[config.mk]
export PLATFORM = sky130hd
export DESIGN_NAME = mem_stage_lsu_flat
export DESIGN_NICKNAME = d
export VERILOG_FILES = /design/src/rtl/mem_stage_lsu_if.sv /design/src/rtl/mem_stage_lsu.sv /design/src/flat_wrapper.sv
export SDC_FILE = /design/constraint.sdc
export NUM_CORES = 1
export LEC_CHECK = 0
export BUFFER_PORTS_ARGS = -buffer_cell sky130_fd_sc_hd__buf_2
export CORE_MARGIN = 5
export CORE_UTILIZATION = 45
export DETAILED_ROUTE_END_ITERATION = 7
export GPL_TIMING_DRIVEN = 0
export PLACE_DENSITY = 0.79
export SYNTH_ARGS = -nofsm -noshare
export SYNTH_HDL_FRONTEND = slang
export SYNTH_SLANG_ARGS = --single-unit
[constraint.sdc]
create_clock -name clk -period 2 [get_ports clk]
set_input_delay 0.4 -clock clk [delete_from_list [all_inputs] [get_ports clk]]
set_output_delay 0.4 -clock clk [all_outputs]
set_load 0.02 [all_outputs]
[src/rtl/mem_stage_lsu_if.sv]
// Data-memory bus between the MEM-stage LSU (master) and the data memory (slave).
// The request fields stay stable from dmem_req rising until the cycle dmem_ack is seen.
interface mem_stage_lsu_if;
    logic        dmem_req;
    logic        dmem_we;
    logic [31:0] dmem_addr;
    logic [3:0]  dmem_be;
    logic [31:0] dmem_wdata;
    logic [31:0] dmem_rdata;
    logic        dmem_ack;

    modport master (
        output dmem_req, dmem_we, dmem_addr, dmem_be, dmem_wdata,
        input  dmem_rdata, dmem_ack
    );

    modport slave (
        input  dmem_req, dmem_we, dmem_addr, dmem_be, dmem_wdata,
        output dmem_rdata, dmem_ack
    );
endinterface

[src/rtl/mem_stage_lsu.sv]
// MIPS MEM-stage load/store unit: one req/ack data-memory transaction per instruction,
// byte/half/word alignment, EX/MEM stall generation and registered MEM/WB results.
module mem_stage_lsu #(
    parameter int TIMEOUT_CYC = 16
) (
    input  logic            clk,
    input  logic            rst,
    input  logic            in_valid,
    input  logic [31:0]     in_addr,
    input  logic [31:0]     in_wdata,
    input  logic            in_mem_rd,
    input  logic            in_mem_wr,
    input  logic [1:0]      in_size,
    input  logic            in_ld_unsigned,
    input  logic [4:0]      in_rd,
    input  logic            in_regwrite,
    output logic            stall,
    mem_stage_lsu_if.master dmem,
    output logic            wb_valid,
    output logic [31:0]     wb_data,
    output logic [4:0]      wb_rd,
    output logic            wb_regwrite,
    output logic            misalign_err,
    output logic            bus_err
);
    localparam int CNT_W = $clog2(TIMEOUT_CYC);
    localparam logic [CNT_W-1:0] CNT_LAST = CNT_W'(TIMEOUT_CYC - 1);

    typedef enum logic {ST_IDLE, ST_WAIT} state_t;

    state_t            state_reg, state_next;
    logic [CNT_W-1:0]  cnt_reg, cnt_next;
    logic              req_reg, req_next;
    logic              we_reg, we_next;
    logic [31:0]       addr_reg, addr_next;
    logic [3:0]        be_reg, be_next;
    logic [31:0]       wdata_reg, wdata_next;
    logic              wb_valid_reg, wb_valid_next;
    logic [31:0]       wb_data_reg, wb_data_next;
    logic [4:0]        wb_rd_reg, wb_rd_next;
    logic              wb_regwrite_reg, wb_regwrite_next;
    logic              misalign_reg, misalign_next;
    logic              bus_err_reg, bus_err_next;

    logic              mem_op;
    logic              misaligned;
    logic              timeout_hit;
    logic              stall_c;
    logic [3:0]        be_c;
    logic [31:0]       wdata_c;
    logic [31:0]       lane_c;
    logic [31:0]       load_c;
    logic [31:0]       rd_shift [4];

    assign mem_op      = in_valid & (in_mem_rd | in_mem_wr);
    assign misaligned  = (in_size == 2'b11)
                       | ((in_size == 2'b01) & in_addr[0])
                       | ((in_size == 2'b10) & (in_addr[1:0] != 2'b00));
    assign timeout_hit = (cnt_reg == CNT_LAST);

    // Read data shifted down so the addressed byte sits in bits [7:0].
    for (genvar gi = 0; gi < 4; gi++) begin : g_lane
        assign rd_shift[gi] = dmem.dmem_rdata >> (8 * gi);
    end
    assign lane_c = rd_shift[in_addr[1:0]];

    always_comb begin
        be_c    = 4'b1111;
        wdata_c = in_wdata;
        load_c  = lane_c;
        case (in_size)
            2'b00: begin
                be_c    = 4'b0001 << in_addr[1:0];
                wdata_c = {4{in_wdata[7:0]}};
                load_c  = {{24{~in_ld_unsigned & lane_c[7]}}, lane_c[7:0]};
            end
            2'b01: begin
                be_c    = 4'b0011 << in_addr[1:0];
                wdata_c = {2{in_wdata[15:0]}};
                load_c  = {{16{~in_ld_unsigned & lane_c[15]}}, lane_c[15:0]};
            end
            default: ;
        endcase
    end

    always_comb begin
        state_next       = state_reg;
        cnt_next         = cnt_reg;
        req_next         = req_reg;
        we_next          = we_reg;
        addr_next        = addr_reg;
        be_next          = be_reg;
        wdata_next       = wdata_reg;
        wb_valid_next    = 1'b0;
        wb_data_next     = wb_data_reg;
        wb_rd_next       = wb_rd_reg;
        wb_regwrite_next = wb_regwrite_reg;
        misalign_next    = 1'b0;
        bus_err_next     = 1'b0;
        stall_c          = 1'b0;

        case (state_reg)
            ST_IDLE: begin
                if (mem_op && !misaligned) begin
                    stall_c    = 1'b1;
                    state_next = ST_WAIT;
                    cnt_next   = '0;
                    req_next   = 1'b1;
                    we_next    = in_mem_wr;
                    addr_next  = {in_addr[31:2], 2'b00};
                    be_next    = be_c;
                    wdata_next = wdata_c;
                end else if (mem_op) begin
                    wb_valid_next    = 1'b1;
                    wb_data_next     = in_addr;
                    wb_rd_next       = in_rd;
                    wb_regwrite_next = 1'b0;
                    misalign_next    = 1'b1;
                end else if (in_valid) begin
                    wb_valid_next    = 1'b1;
                    wb_data_next     = in_addr;
                    wb_rd_next       = in_rd;
                    wb_regwrite_next = in_regwrite;
                end else begin
                    wb_regwrite_next = 1'b0;
                end
            end
            ST_WAIT: begin
                // EX/MEM is held while stalled, so in_* still describe this access.
                if (dmem.dmem_ack) begin
                    state_next       = ST_IDLE;
                    req_next         = 1'b0;
                    wb_valid_next    = 1'b1;
                    wb_data_next     = we_reg ? in_addr : load_c;
                    wb_rd_next       = in_rd;
                    wb_regwrite_next = we_reg ? 1'b0 : in_regwrite;
                end else if (timeout_hit) begin
                    state_next       = ST_IDLE;
                    req_next         = 1'b0;
                    wb_valid_next    = 1'b1;
                    wb_data_next     = in_addr;
                    wb_rd_next       = in_rd;
                    wb_regwrite_next = 1'b0;
                    bus_err_next     = 1'b1;
                end else begin
                    stall_c  = 1'b1;
                    cnt_next = cnt_reg + 1'b1;
                end
            end
            default: state_next = ST_IDLE;
        endcase
    end

    always_ff @(posedge clk or negedge rst) begin
        if (!rst) begin
            state_reg       <= ST_IDLE;
            cnt_reg         <= '0;
            req_reg         <= 1'b0;
            we_reg          <= 1'b0;
            addr_reg        <= '0;
            be_reg          <= '0;
            wdata_reg       <= '0;
            wb_valid_reg    <= 1'b0;
            wb_data_reg     <= '0;
            wb_rd_reg       <= '0;
            wb_regwrite_reg <= 1'b0;
            misalign_reg    <= 1'b0;
            bus_err_reg     <= 1'b0;
        end else begin
            state_reg       <= state_next;
            cnt_reg         <= cnt_next;
            req_reg         <= req_next;
            we_reg          <= we_next;
            addr_reg        <= addr_next;
            be_reg          <= be_next;
            wdata_reg       <= wdata_next;
            wb_valid_reg    <= wb_valid_next;
            wb_data_reg     <= wb_data_next;
            wb_rd_reg       <= wb_rd_next;
            wb_regwrite_reg <= wb_regwrite_next;
            misalign_reg    <= misalign_next;
            bus_err_reg     <= bus_err_next;
        end
    end

    // Stall is combinational, so it is gated by reset to fall immediately.
    assign stall           = rst & stall_c;
    assign dmem.dmem_req   = req_reg;
    assign dmem.dmem_we    = we_reg;
    assign dmem.dmem_addr  = addr_reg;
    assign dmem.dmem_be    = be_reg;
    assign dmem.dmem_wdata = wdata_reg;
    assign wb_valid        = wb_valid_reg;
    assign wb_data         = wb_data_reg;
    assign wb_rd           = wb_rd_reg;
    assign wb_regwrite     = wb_regwrite_reg;
    assign misalign_err    = misalign_reg;
    assign bus_err         = bus_err_reg;
endmodule

[src/flat_wrapper.sv]
// flat-port wrapper written by rule: the top's interface ports become plain ports
module mem_stage_lsu_flat 
#(
    parameter int TIMEOUT_CYC = 16
)
  (clk, rst, in_valid, in_addr, in_wdata, in_mem_rd, in_mem_wr, in_size, in_ld_unsigned, in_rd, in_regwrite, stall, wb_valid, wb_data, wb_rd, wb_regwrite, misalign_err, bus_err, dmem_dmem_req, dmem_dmem_we, dmem_dmem_addr, dmem_dmem_be, dmem_dmem_wdata, dmem_dmem_rdata, dmem_dmem_ack);
  mem_stage_lsu_if dmem_i ();
  input  logic clk;
  input  logic rst;
  input  logic in_valid;
  input  logic [31:0] in_addr;
  input  logic [31:0] in_wdata;
  input  logic in_mem_rd;
  input  logic in_mem_wr;
  input  logic [1:0] in_size;
  input  logic in_ld_unsigned;
  input  logic [4:0] in_rd;
  input  logic in_regwrite;
  output logic stall;
  output logic wb_valid;
  output logic [31:0] wb_data;
  output logic [4:0] wb_rd;
  output logic wb_regwrite;
  output logic misalign_err;
  output logic bus_err;
  output wire logic [$bits(dmem_i.dmem_req)-1:0] dmem_dmem_req;
  output wire logic [$bits(dmem_i.dmem_we)-1:0] dmem_dmem_we;
  output wire logic [$bits(dmem_i.dmem_addr)-1:0] dmem_dmem_addr;
  output wire logic [$bits(dmem_i.dmem_be)-1:0] dmem_dmem_be;
  output wire logic [$bits(dmem_i.dmem_wdata)-1:0] dmem_dmem_wdata;
  input wire logic [$bits(dmem_i.dmem_rdata)-1:0] dmem_dmem_rdata;
  input wire logic [$bits(dmem_i.dmem_ack)-1:0] dmem_dmem_ack;
  assign dmem_dmem_req = dmem_i.dmem_req;
  assign dmem_dmem_we = dmem_i.dmem_we;
  assign dmem_dmem_addr = dmem_i.dmem_addr;
  assign dmem_dmem_be = dmem_i.dmem_be;
  assign dmem_dmem_wdata = dmem_i.dmem_wdata;
  assign dmem_i.dmem_rdata = dmem_dmem_rdata;
  assign dmem_i.dmem_ack = dmem_dmem_ack;
  mem_stage_lsu #(.TIMEOUT_CYC(TIMEOUT_CYC)) u_core (.clk(clk), .rst(rst), .in_valid(in_valid), .in_addr(in_addr), .in_wdata(in_wdata), .in_mem_rd(in_mem_rd), .in_mem_wr(in_mem_wr), .in_size(in_size), .in_ld_unsigned(in_ld_unsigned), .in_rd(in_rd), .in_regwrite(in_regwrite), .stall(stall), .dmem(dmem_i), .wb_valid(wb_valid), .wb_data(wb_data), .wb_rd(wb_rd), .wb_regwrite(wb_regwrite), .misalign_err(misalign_err), .bus_err(bus_err));
endmodule
* Yosys cells after proc, flatten, opt, wreduce, memory -nomap -nowiden
Index checks and enable logic that the tools add are counted.
** Word-level totals
- Register bits after elaboration :: 114
- Bits in latches :: 0
- RAM bits :: 0
- Memory bits (read-only) :: 0
- Output and inout port bits :: 112
- Memories kept :: 0
** Operators by class
- Add/subtract/negate cells :: 1
- $mul :: 0
- Div/mod/pow operators :: 0
- Magnitude comparators :: 1
- Eq/ne operators :: 10
- Shift operators :: 2
- Multiplexer cells :: 48
- Bitwise operators :: 12
- Reduce and logical (&&, ||, !) cells :: 9
** Operators with widths (number)
- 32-bit two-way mux :: 8
- 32-bit one-hot mux with 2 select lines :: 3
- 32-bit binary-select mux with 2-bit select :: 1
- 5-bit two-way mux :: 5
- 1-bit two-way mux :: 21
- 4-bit one-hot mux with 2 select lines :: 2
- 4-bit two-way mux :: 3
- 5-bit one-hot mux with 2 select lines :: 1
- 1-bit one-hot mux with 2 select lines :: 4
- 1-bit AND :: 6
- 2-bit inequality test, second input constant :: 3
- 2-bit AND reduction :: 3
- 3-bit AND reduction :: 2
- 4-bit by 1-bit adder with 4-bit output, second input constant :: 1
- 2-bit equality test, second input constant :: 2
- 4-bit equality test, second input constant :: 1
- 1-bit by 2-bit << shifter with 4-bit output, first input constant :: 1
- 2-bit by 2-bit << shifter with 4-bit output, first input constant :: 1
- 3-bit >= comparator, second input constant :: 1
- 3-bit by 2-bit inequality test with 1-bit output, second input constant :: 1
- 3-bit inequality test, second input constant :: 1
- 2-bit inverter with 3-bit output :: 1
- 1-bit bitwise OR :: 3
- 2-bit by 1-bit equality test with 1-bit output, second input constant :: 1
- 6 further kinds :: 7

* Depth between registers and ports, before layout
Gate-level depths: netlist (run 1).
- Depth in word-level cells :: 9
- Depth in mapped cells :: 7

* Least setup slack after synthesis (run 1)
Ideal clock, no wire load.
- Kind :: input to output
- Start point :: input in_size[1]
- End point :: output stall
- Arrival :: 1.530 ns
- Setup slack :: 0.070 ns
- Stages on the path :: 7
- Path buffers :: 2
- Cell sequence :: buf_2 > o21ai_1 > nand4_1 > clkbuf_1 > and2_1 > inv_2 > and2_1
** Between the ends
- Word-level cells in the longest chain between the ends :: 9
- Elaborated cells between the ends (all ways) :: 12
- Those cells by class :: eq/ne: 3; mux: 2; bitwise: 5; reduce/logical: 2
** RTL lines
- start, declared :: line flat_wrapper.sv:15 : input logic [1:0] in_size;
- 2-bit by 1-bit equality test with 1-bit output :: line mem_stage_lsu.sv:57 : | ((in_size == 2'b01) & in_addr[0])
- 1-bit AND :: line mem_stage_lsu.sv:57
- 1-bit bitwise OR :: line mem_stage_lsu.sv:57
- 1-bit bitwise OR * :: line mem_stage_lsu.sv:58 : | ((in_size == 2'b10) & (in_addr[1:0] != 2'b00));
- 1-bit zero test * :: line mem_stage_lsu.sv:104 : if (mem_op && !misaligned) begin
- 1-bit logical AND * :: line mem_stage_lsu.sv:104
- 1-bit two-way mux * :: line mem_stage_lsu.sv:104
- 1-bit one-hot mux with 2 select lines * :: line mem_stage_lsu.sv:102 : case (state_reg)
- net u_core.stall_c :: line mem_stage_lsu.sv:48 : logic stall_c;
- 1-bit AND * :: line mem_stage_lsu.sv:187 : assign stall = rst & stall_c;
- end, declared :: line flat_wrapper.sv:19 : output logic stall;
Mark *: on every way through the listed nets, which the timed path passes. The rest lies on a longest branch.

* Worst setup path after layout (run 1)
- Start point :: register u_core.state_reg
- End point :: output stall
** Between the ends
- Word-level cells in the longest chain between the ends :: 3
** RTL lines
- start, declared :: line mem_stage_lsu.sv:31 : state_t state_reg, state_next;
- start signal, assigned :: line mem_stage_lsu.sv:170 : state_reg <= state_next;
- 1-bit inverter (no line)
- 1-bit one-hot mux with 2 select lines * :: line mem_stage_lsu.sv:102
- net u_core.stall_c :: line mem_stage_lsu.sv:48
- 1-bit AND * :: line mem_stage_lsu.sv:187
Marks and branches as above.

==> impl_metrics.env, run 1 <==
export IMPL_die_x_um=123
export IMPL_timing_hold_ws_ps=-84.8
export IMPL_violations="negative hold slack, negative setup slack"
export IMPL_critPathKind="register to primary output"
export IMPL_placementRows=41
export IMPL_ant_nets=0
export IMPL_hold_viol=49
export IMPL_synth_edf_count=0
export IMPL_end_kind="primary output"
export IMPL_seq_area_um2=2850
export IMPL_multi_input_area_um2=2720
export IMPL_area_delta_synth_final_pct=35.4
export IMPL_grt_pass1_vias=5388
export IMPL_tightest_slew_ps=587
export IMPL_insertion_delay_ps=420
export IMPL_seq_area_frac_synth=0.496
export IMPL_first_pass_iters=4
export IMPL_yosysWarnings=0
export IMPL_cts_reportedPaths_clkPinSlew_ps=50
export IMPL_vias=5315
export IMPL_syn_area_um2=5760
export IMPL_grt_max_degree=67
export IMPL_critPathMaxFanout=6
export IMPL_ioPinCount=223
export IMPL_fin_worst_skew_ps=8.35
export IMPL_slew_headroom=0.608
export IMPL_max_clock_path_buffers=2
export IMPL_reg2reg_from="u_core.cnt_reg[1]"
export IMPL_required_ps=1600
export IMPL_dieArea_um2=15200
export IMPL_power_leakage_uw=0.00370
export IMPL_cap_violations=0
export IMPL_dr_first_iter_drc_count=367
export IMPL_coreArea_um2=12600
export IMPL_dp_cells=931
export IMPL_critical_path_arrival_ps=1620
export IMPL_layout_cells_most_common_list="buf_2, dfrtp_1, nand2_1"
export IMPL_drc=0
export IMPL_startpoint_type="register"
export IMPL_fillers=1088
export IMPL_power_uw=8870
export IMPL_ys_ff_latch=114
export IMPL_clockRootBuffer="clkbuf_16"
export IMPL_setup_viol=1
export IMPL_setup_ws_ps=-17.8
export IMPL_fin_crit_sh=1.01
export IMPL_async_flop_share=1.00
export IMPL_avgSynthCellArea_um2=10.7
export IMPL_syn_inst=539
export IMPL_r2r_cells=7
export IMPL_grt_pass1_wl_mm=28.7
export IMPL_die_h_um=123
export IMPL_wl_mm=18.7
export IMPL_cts_sinks=114
export IMPL_final_cells=973
export IMPL_cp_endpoint="stall"
export IMPL_layout_drive_gt1_share=0.407
export IMPL_io_buffers=218
export IMPL_layout_commonest_cell="buf_2"
export IMPL_power_density_nw_per_um2=1140
export IMPL_ys_types=51
export IMPL_cts_tree="done"
export IMPL_final_min_clock_period_ps=2020
export IMPL_dp_final_hpwl_mm=14.1
export IMPL_gr_total_overflow=0
export IMPL_peakVddDrop_mv=0.703
export IMPL_place_congestion=0.838
export IMPL_reg2reg_slack_ps=60
export IMPL_worstSetupStartpoint="u_core.state_reg"
export IMPL_antenna_found_initial=5
export IMPL_status="finished, violations left"
export IMPL_finish_utilization=0.620
export IMPL_cts_buffers=17
export IMPL_track_usage=0.248
export IMPL_via_per_inst=5.46
export IMPL_r2r_end="u_core.wb_data[20]"
export IMPL_min_path_type="input port to asynchronous set/reset pin"
export IMPL_maxSlewViolCount=0
export IMPL_ys_flop_type="dfrtp_1"
export IMPL_routedWlPerCell_um=19.2
export IMPL_cts_htree_levels=4
export IMPL_max_freq_mhz=496
export IMPL_nets=897
export IMPL_rsz0062_at_grt="yes"
export IMPL_start_util=0.458
power by group:
| part | total [µW] | switching (µW) | internal [µW] | leakage (µW) |
|---|---|---|---|---|
| sequential | 3230 | 316 | 2910 | 0.00136 |
| combinational | 2800 | 1740 | 1060 | 0.00207 |
| clock | 2850 | 990 | 1860 | 0.000273 |
logic make-up after synthesis:
kind of cell,synth area share
other,0.000652
adder cells (fa/ha/maj),0.00217
XOR/XNOR,0.00457
flip-flops,0.496
multiplexers,0.182
AND/OR/NAND/NOR,0.133
AO/OA/AOI/OAI,0.141
buffers and inverters,0.0404
layer usage:
layer | routed length, µm | vias up | track usage | part of all wire
met5 | 24 | - | 0 | 0.0013
met4 | 481 | 4 | 0.0893 | 0.026
met3 | 1780 | 38 | 0.0851 | 0.095
met2 | 8770 | 233 | 0.403 | 0.47
met1 | 7650 | 2591 | 0.309 | 0.41
li1 | - | 2449 | - | -
how the worst min path moves through the flow:
stage | endpoint | slack (ps)
after floorplan | u_core.bus_err | 100
after global placement | u_core.dmem.dmem_wdata[20] | 460
after detailed placement | u_core.bus_err | 370
after CTS | u_core.bus_err | -70
after global routing | u_core.bus_err | -50
final | u_core.bus_err | -80
synthesized netlist by cell type, types with 3 or more instances:
library cell | count | share of area
nor3_1 | 32 | 0.028
nor2b_1 | 7 | 0.0076
buf_1 | 3 | 0.0020
a221o_1 | 3 | 0.0052
buf_2 | 15 | 0.013
nor2_1 | 32 | 0.021
mux2i_1 | 34 | 0.059
nand3b_1 | 8 | 0.010
o211ai_1 | 12 | 0.016
and2_1 | 3 | 0.0033
mux2_2 | 16 | 0.031
or3_1 | 3 | 0.0033
inv_1 | 3 | 0.0020
mux2_1 | 45 | 0.088
a221oi_2 | 15 | 0.039
dfrtp_1 | 114 | 0.50
a21oi_1 | 10 | 0.0087
buf_4 | 3 | 0.0039
nand3_1 | 10 | 0.0087
a31oi_1 | 15 | 0.016
o21ai_0 | 33 | 0.029
clkbuf_1 | 22 | 0.014
nand2_1 | 65 | 0.042
layout make-up:
class                      count  share of cell area
antenna                        4             0.00128
buffer                        44              0.0294
clock buffer                  27              0.0658
clock inverter                 4             0.00610
inverter                       4             0.00193
multi-input combinational    377               0.349
sequential                   114               0.366
tap                          172              0.0276
timing repair buffer         227               0.153
repair_timing:
item                       CTS  global route
setup buffers                7             1
pin swaps                    4             0
setup endpoints to repair   30            33
hold endpoints to repair    49            49
resized for setup           15             7
critical path: stages, from the launching register on:
cell     delay, ps
dfrtp_2        440
nor2b_1        120
nand4_1        150
and2_4         190
inv_2           60
and2_4         130
buf_6          110
per-stage QoR:
stage	setup WS (ps)	TNS [ps]	cell area (µm²)	hold WS [ps]
6_report	-17.8	-17.8	7790	-84.8
5_1_grt	-118	-136	7790	-52.2
4_1_cts	-1.93	-1.93	7750	-72.4
3_5_place_dp	-322	-13750	7100	366
3_3_place_gp	-1240	-115770	7070	457
2_1_floorplan	69.8	0	5760	104
No activity file was read; power rests on OpenSTA's default activity.
==> run 2: changes to the inputs <==
--- a/config.mk
+++ b/config.mk
@@ -5,12 +5,13 @@
 export SDC_FILE = /design/constraint.sdc
 export NUM_CORES = 1
 export LEC_CHECK = 0
+export ABC_AREA = 1
 export BUFFER_PORTS_ARGS = -buffer_cell sky130_fd_sc_hd__buf_2
 export CORE_MARGIN = 5
 export CORE_UTILIZATION = 45
 export DETAILED_ROUTE_END_ITERATION = 7
 export GPL_TIMING_DRIVEN = 0
-export PLACE_DENSITY = 0.79
+export PLACE_DENSITY = 0.78
 export SYNTH_ARGS = -nofsm -noshare
 export SYNTH_HDL_FRONTEND = slang
 export SYNTH_SLANG_ARGS = --single-unit
==> impl_metrics.env, run 2 <==
export IMPL_layout_cells_most_common_list="nand2_1, buf_2, nand3_1"
export IMPL_via_per_inst=5.22
export IMPL_area_delta_synth_final_pct=34.9
export IMPL_path_buf_inv=1
export IMPL_fin_crit_sh=0.961
export IMPL_place_congestion=0.956
export IMPL_drc=0
export IMPL_seq_area_um2=2850
export IMPL_final_min_clock_period_ps=1920
export IMPL_ant_nets=0
export IMPL_min_path_type="input port to asynchronous set/reset pin"
export IMPL_cpMaxStageDelayCell="dfrtp_1"
export IMPL_dieArea_um2=15200
export IMPL_ys_ff_latch=114
export IMPL_wl_mm=20.7
export IMPL_required_ps=1600
export IMPL_startpoint_type="register"
export IMPL_end_kind="primary output"
export IMPL_synth_edf_count=0
export IMPL_critical_path_arrival_ps=1520
export IMPL_cts_reportedPaths_clkPinSlew_ps=60
export IMPL_yosysMostFrequentCell="nand2_1"
export IMPL_die_x_um=123
export IMPL_synth_area_leaders="dfrtp_1, nand2_1, nand3_1, o21ai_0, inv_1"
export IMPL_grt_max_degree=93
export IMPL_syn_inst=770
export IMPL_hold_viol=0
export IMPL_fillers=1193
export IMPL_grt_pass1_wl_mm=32.3
export IMPL_status="completed"
export IMPL_cpPeakStageDelay_ps=400
export IMPL_setup_viol=0
export IMPL_dp_final_hpwl_mm=15.6
export IMPL_cts_htree_levels=4
export IMPL_die_h_um=123
export IMPL_fin_worst_skew_ps=7.40
export IMPL_wl_met3_mm=1.70
export IMPL_tightest_slew_ps=1090
export IMPL_power_leakage_uw=0.00437
export IMPL_syn_area_um2=5780
export IMPL_routedWlPerCell_um=17.3
export IMPL_max_freq_mhz=520
export IMPL_ioPinCount=223
export IMPL_synth_top_cell_area_share=0.493
export IMPL_yosysWarnings=0
export IMPL_critPathMaxFanout=3
export IMPL_synth_top_area_cell="dfrtp_1"
export IMPL_placed_area_um2=7130
export IMPL_cts_buffers=17
export IMPL_coreArea_um2=12600
export IMPL_cts_tree="done"
export IMPL_multi_input_area_um2=2480
export IMPL_timing_hold_ws_ps=20.1
export IMPL_peakVddDrop_mv=0.651
export IMPL_path_common_cell="nand3_2"
export IMPL_wl_met2_mm=9.65
export IMPL_start_util=0.458
export IMPL_grt_pass1_vias=6157
export IMPL_cpLargestDelayFamily="flip-flops"
export IMPL_critical_path_cell_chain="ha_2, nand3_2, nand3_2, a21boi_2, buf_4"
export IMPL_max_clock_path_buffers=2
export IMPL_dp_slack_ps=-61.8
export IMPL_setup_ws_ps=78.2
export IMPL_power_density_nw_per_um2=1170
export IMPL_stdcell_area_um2=7800
export IMPL_track_usage=0.280
export IMPL_met1_length_mm=8.64
export IMPL_first_pass_iters=5
export IMPL_insertion_delay_ps=420
export IMPL_synth_common_cells="nand2_1, nand3_1, dfrtp_1"
export IMPL_ys_flop_type="dfrtp_1"
export IMPL_ys_types=24
export IMPL_top_layer_used="met5"
export IMPL_io_buffers=219
export IMPL_seq_area_frac_synth=0.493
export IMPL_critPathKind="register to primary output"
export IMPL_maxSlewViolCount=0
export IMPL_placementRows=41
export IMPL_antenna_found_initial=3
export IMPL_clockRootBuffer="clkbuf_16"
export IMPL_layout_drive_gt1_share=0.296
export IMPL_dr_first_iter_drc_count=492
export IMPL_vias=6262
export IMPL_cap_violations=0
export IMPL_gr_total_overflow=0
export IMPL_async_flop_share=1.00
export IMPL_layout_commonest_cell="nand2_1"
export IMPL_slew_headroom=0.268
export IMPL_nets=1125
export IMPL_power_uw=9160
export IMPL_cts_sinks=114
export IMPL_rsz0062_at_grt="no"
export IMPL_avgSynthCellArea_um2=7.51
## run 2: cell types whose count changed in the layout (fill, tap and decap cells not counted), moves of 12 or more
cell	change
o21ai_0	+38
a21oi_1	+20
mux2i_1	-34
a31oi_1	-12
mux2_2	-16
a221oi_2	-15
nand2_1	+213
nand3_1	+113
inv_1	+39
nor3_1	-29
mux2_1	-45
## run 2: power by group
part           total (µW)  internal (µW)  switching [µW]  leakage, µW
logic                2740            922            1820      0.00265
clock network        3190           2080            1110     0.000297
registers            3220           2890             332      0.00142
total                9160           5900            3260      0.00437
## run 2: layer usage
layer,global-route usage,up-vias
met5,0,-
met4,0.123,6
met3,0.0659,56
met2,0.441,284
met1,0.368,2936
li1,-,2980
## run 2: cell families after synthesis
kind of cell | Yosys count | synth area share
buffers and inverters | 100 | 0.0807
AOI/OAI and AO/OA | 113 | 0.101
xor gates and xnor gates | 1 | 0.00151
and+or+nand+nor | 440 | 0.321
other | 1 | 0.000648
adders and majority gates | 1 | 0.00216
DFF | 114 | 0.493
## run 2: area by class of cell
class                      instances  share of cell area
timing repair buffer             224               0.149
clock inverter                    13              0.0237
sequential                       114               0.366
buffer                            52              0.0366
tap                              172              0.0276
clock buffer                      19              0.0555
multi-input combinational        557               0.318
inverter                          47              0.0226
antenna                            1            0.000321
## run 2: path summary, 6_finish.rpt
| path | from | endpoint | slack, ps | cells after the start |
|---|---|---|---|---|
| max | u_core.cnt_reg[1] | stall | 80 | 5 |
| min | rst | u_core.dmem.dmem_req | 20 | 2 |
| max reg2reg | u_core.state_reg | u_core.dmem.dmem_addr[18] | 160 | 7 |
| min reg2reg | u_core.wb_regwrite | u_core.wb_regwrite | 480 | 2 |
| max in group asynchronous | rst | u_core.dmem.dmem_wdata[30] | 590 | 2 |
| min in group clk | dmem_dmem_ack | u_core.bus_err | 160 | 2 |
## run 2: what timing repair did
item,CTS,global route
hold buffers,1,0
setup buffers,2,1
hold endpoints to repair,23,0
gates resized for setup,5,2
endpoints found under the setup margin,1,1
gates cloned,0,0
pin swaps,2,0
## run 2: per-stage QoR
step	utilization	std cells	setup TNS, ps
6_report	0.618	1199	0
5_1_grt	0.618	1198	0
4_1_cts	0.617	1197	0
3_5_place_dp	0.565	1163	-61.8
3_3_place_gp	0.562	1162	-104250
2_1_floorplan	-	771	0
==> run 3: changes to the inputs <==
--- a/config.mk
+++ b/config.mk
@@ -7,11 +7,11 @@
 export LEC_CHECK = 0
 export ABC_AREA = 1
 export BUFFER_PORTS_ARGS = -buffer_cell sky130_fd_sc_hd__buf_2
-export CORE_MARGIN = 5
 export CORE_UTILIZATION = 45
 export DETAILED_ROUTE_END_ITERATION = 7
 export GPL_TIMING_DRIVEN = 0
 export PLACE_DENSITY = 0.78
+export REMOVE_ABC_BUFFERS = 1
 export SYNTH_ARGS = -nofsm -noshare
 export SYNTH_HDL_FRONTEND = slang
 export SYNTH_SLANG_ARGS = --single-unit
==> impl_metrics.env, run 3 (synthesis gave the netlist of run 2 again) <==
export IMPL_dr_first_iter_drc_count=489
export IMPL_critPathMaxFanout=4
export IMPL_power_leakage_uw=0.00429
export IMPL_dp_cells=1113
export IMPL_nets=1086
export IMPL_status="completed"
export IMPL_grt_pass1_wl_mm=28.5
export IMPL_maxSlewViolCount=0
export IMPL_layout_drive_gt1_share=0.294
export IMPL_hold_viol=0
export IMPL_cts_reportedPaths_clkPinSlew_ps=50
export IMPL_final_min_clock_period_ps=1930
export IMPL_tightest_slew_ps=598
export IMPL_end_kind="primary output"
export IMPL_cap_violations=0
export IMPL_finish_utilization=0.617
export IMPL_path_buf_inv=3
export IMPL_power_uw=8660
export IMPL_min_path_type="input port to asynchronous set/reset pin"
export IMPL_dp_final_hpwl_mm=11.6
export IMPL_insertion_delay_ps=400
export IMPL_cts_sinks=114
export IMPL_clockRootBuffer="clkbuf_16"
export IMPL_track_usage=0.285
export IMPL_max_clock_path_buffers=2
export IMPL_max_freq_mhz=518
export IMPL_final_cells=1156
export IMPL_ant_nets=0
export IMPL_area_delta_synth_final_pct=34.0
export IMPL_cpMaxStageDelayCell="dfrtp_2"
export IMPL_setup_viol=0
export IMPL_diodes=0
export IMPL_r2r_cells=8
export IMPL_place_congestion=0.781
export IMPL_cts_htree_levels=4
export IMPL_start_util=0.460
export IMPL_fin_crit_sh=0.965
export IMPL_routedWlPerCell_um=16.2
export IMPL_cpPeakStageDelay_ps=450
export IMPL_placementRows=41
export IMPL_power_density_nw_per_um2=1120
export IMPL_fillers=1147
export IMPL_critical_path_cell_chain="inv_4, nand2_2, inv_4, nand4_4, a21boi_2, buf_4"
export IMPL_path_common_cell="inv_4"
export IMPL_die_h_um=115
export IMPL_peakVddDrop_mv=0.638
export IMPL_vias=6003
export IMPL_path_depth=6
export IMPL_first_pass_iters=6
export IMPL_gr_total_overflow=0
export IMPL_slew_headroom=0.600
export IMPL_grt_max_degree=73
export IMPL_layout_commonest_cell="nand2_1"
export IMPL_reg2reg_slack_ps=130
export IMPL_r2r_end="u_core.wb_data[7]"
export IMPL_ioPinCount=223
export IMPL_required_ps=1600
export IMPL_cpLargestDelayFamily="flip-flops"
export IMPL_rsz0062_at_grt="yes"
export IMPL_cts_tree="done"
export IMPL_coreArea_um2=12600
export IMPL_fin_worst_skew_ps=6.74
export IMPL_critical_path_arrival_ps=1530
export IMPL_antenna_found_initial=0
export IMPL_reg2reg_from="u_core.state_reg"
export IMPL_io_buffers=220
export IMPL_dieArea_um2=13300
export IMPL_via_per_inst=5.19
export IMPL_critPathKind="register to primary output"
export IMPL_layout_cells_most_common_list="nand2_1, buf_2, nand3_1"
export IMPL_drc=0
export IMPL_cts_buffers=17
export IMPL_grt_pass1_vias=5456
export IMPL_die_x_um=115
export IMPL_wl_mm=18.7
export IMPL_startpoint_type="register"
## run 3: worst max path at each step
stage	start	endpoint
finish	u_core.state_reg	stall
global route	u_core.state_reg	stall
CTS	u_core.cnt_reg[0]	stall
detailed placement	in_addr[0]	u_core.wb_data[27]
global placement	u_core.cnt_reg[0]	u_core.wb_data[25]
floorplan	u_core.cnt_reg[0]	u_core.wb_data[10]
## run 3: cell type report
cell class / instances / area (µm²) / area share
clock inverter: 5 / 27.5 / 0.00355
sequential: 114 / 2850 / 0.368
multi-input combinational: 560 / 2610 / 0.336
clock buffer: 24 / 512 / 0.0660
tap: 172 / 215 / 0.0278
inverter: 47 / 214 / 0.0276
timing repair buffer: 234 / 1320 / 0.170
## run 3: what timing repair did
item                                    in CTS  in global routing
gates cloned                                 3                  0
endpoints found under the setup margin     114                 44
setup buffers                                2                  6
gates resized for setup                     15                 25
endpoints found under the hold margin       54                 24
pin swaps                                    2                  3
## run 3: metal layers
metal | wire length, µm | track usage | up-vias
met3 | 1600 | 0.0717 | 20
met5 | 0 | 0 | -
met2 | 9030 | 0.474 | 288
li1 | - | - | 2915
met1 | 7830 | 0.365 | 2780
met4 | 231 | 0.0857 | 0
## run 3: report_power, final
part | leakage [µW] | internal [µW] | switching [µW]
Clock | 0.000270 | 1750 | 997
Sequential | 0.00142 | 2890 | 315
Combinational | 0.00260 | 913 | 1800
## run 3: per-stage QoR
step                      setup slack, ps  area [µm²]  hold WS (ps)  TNS (ps)
final                                69.5        7750          9.89         0
after CTS                            -137        7550         -38.9      -289
after detailed placement            -1390        6900           390   -106480
after floorplan                     -1030        5500           104    -56250
after global placement              -2780        6810           456   -315990
after global routing                -9.69        7750          4.88     -14.7
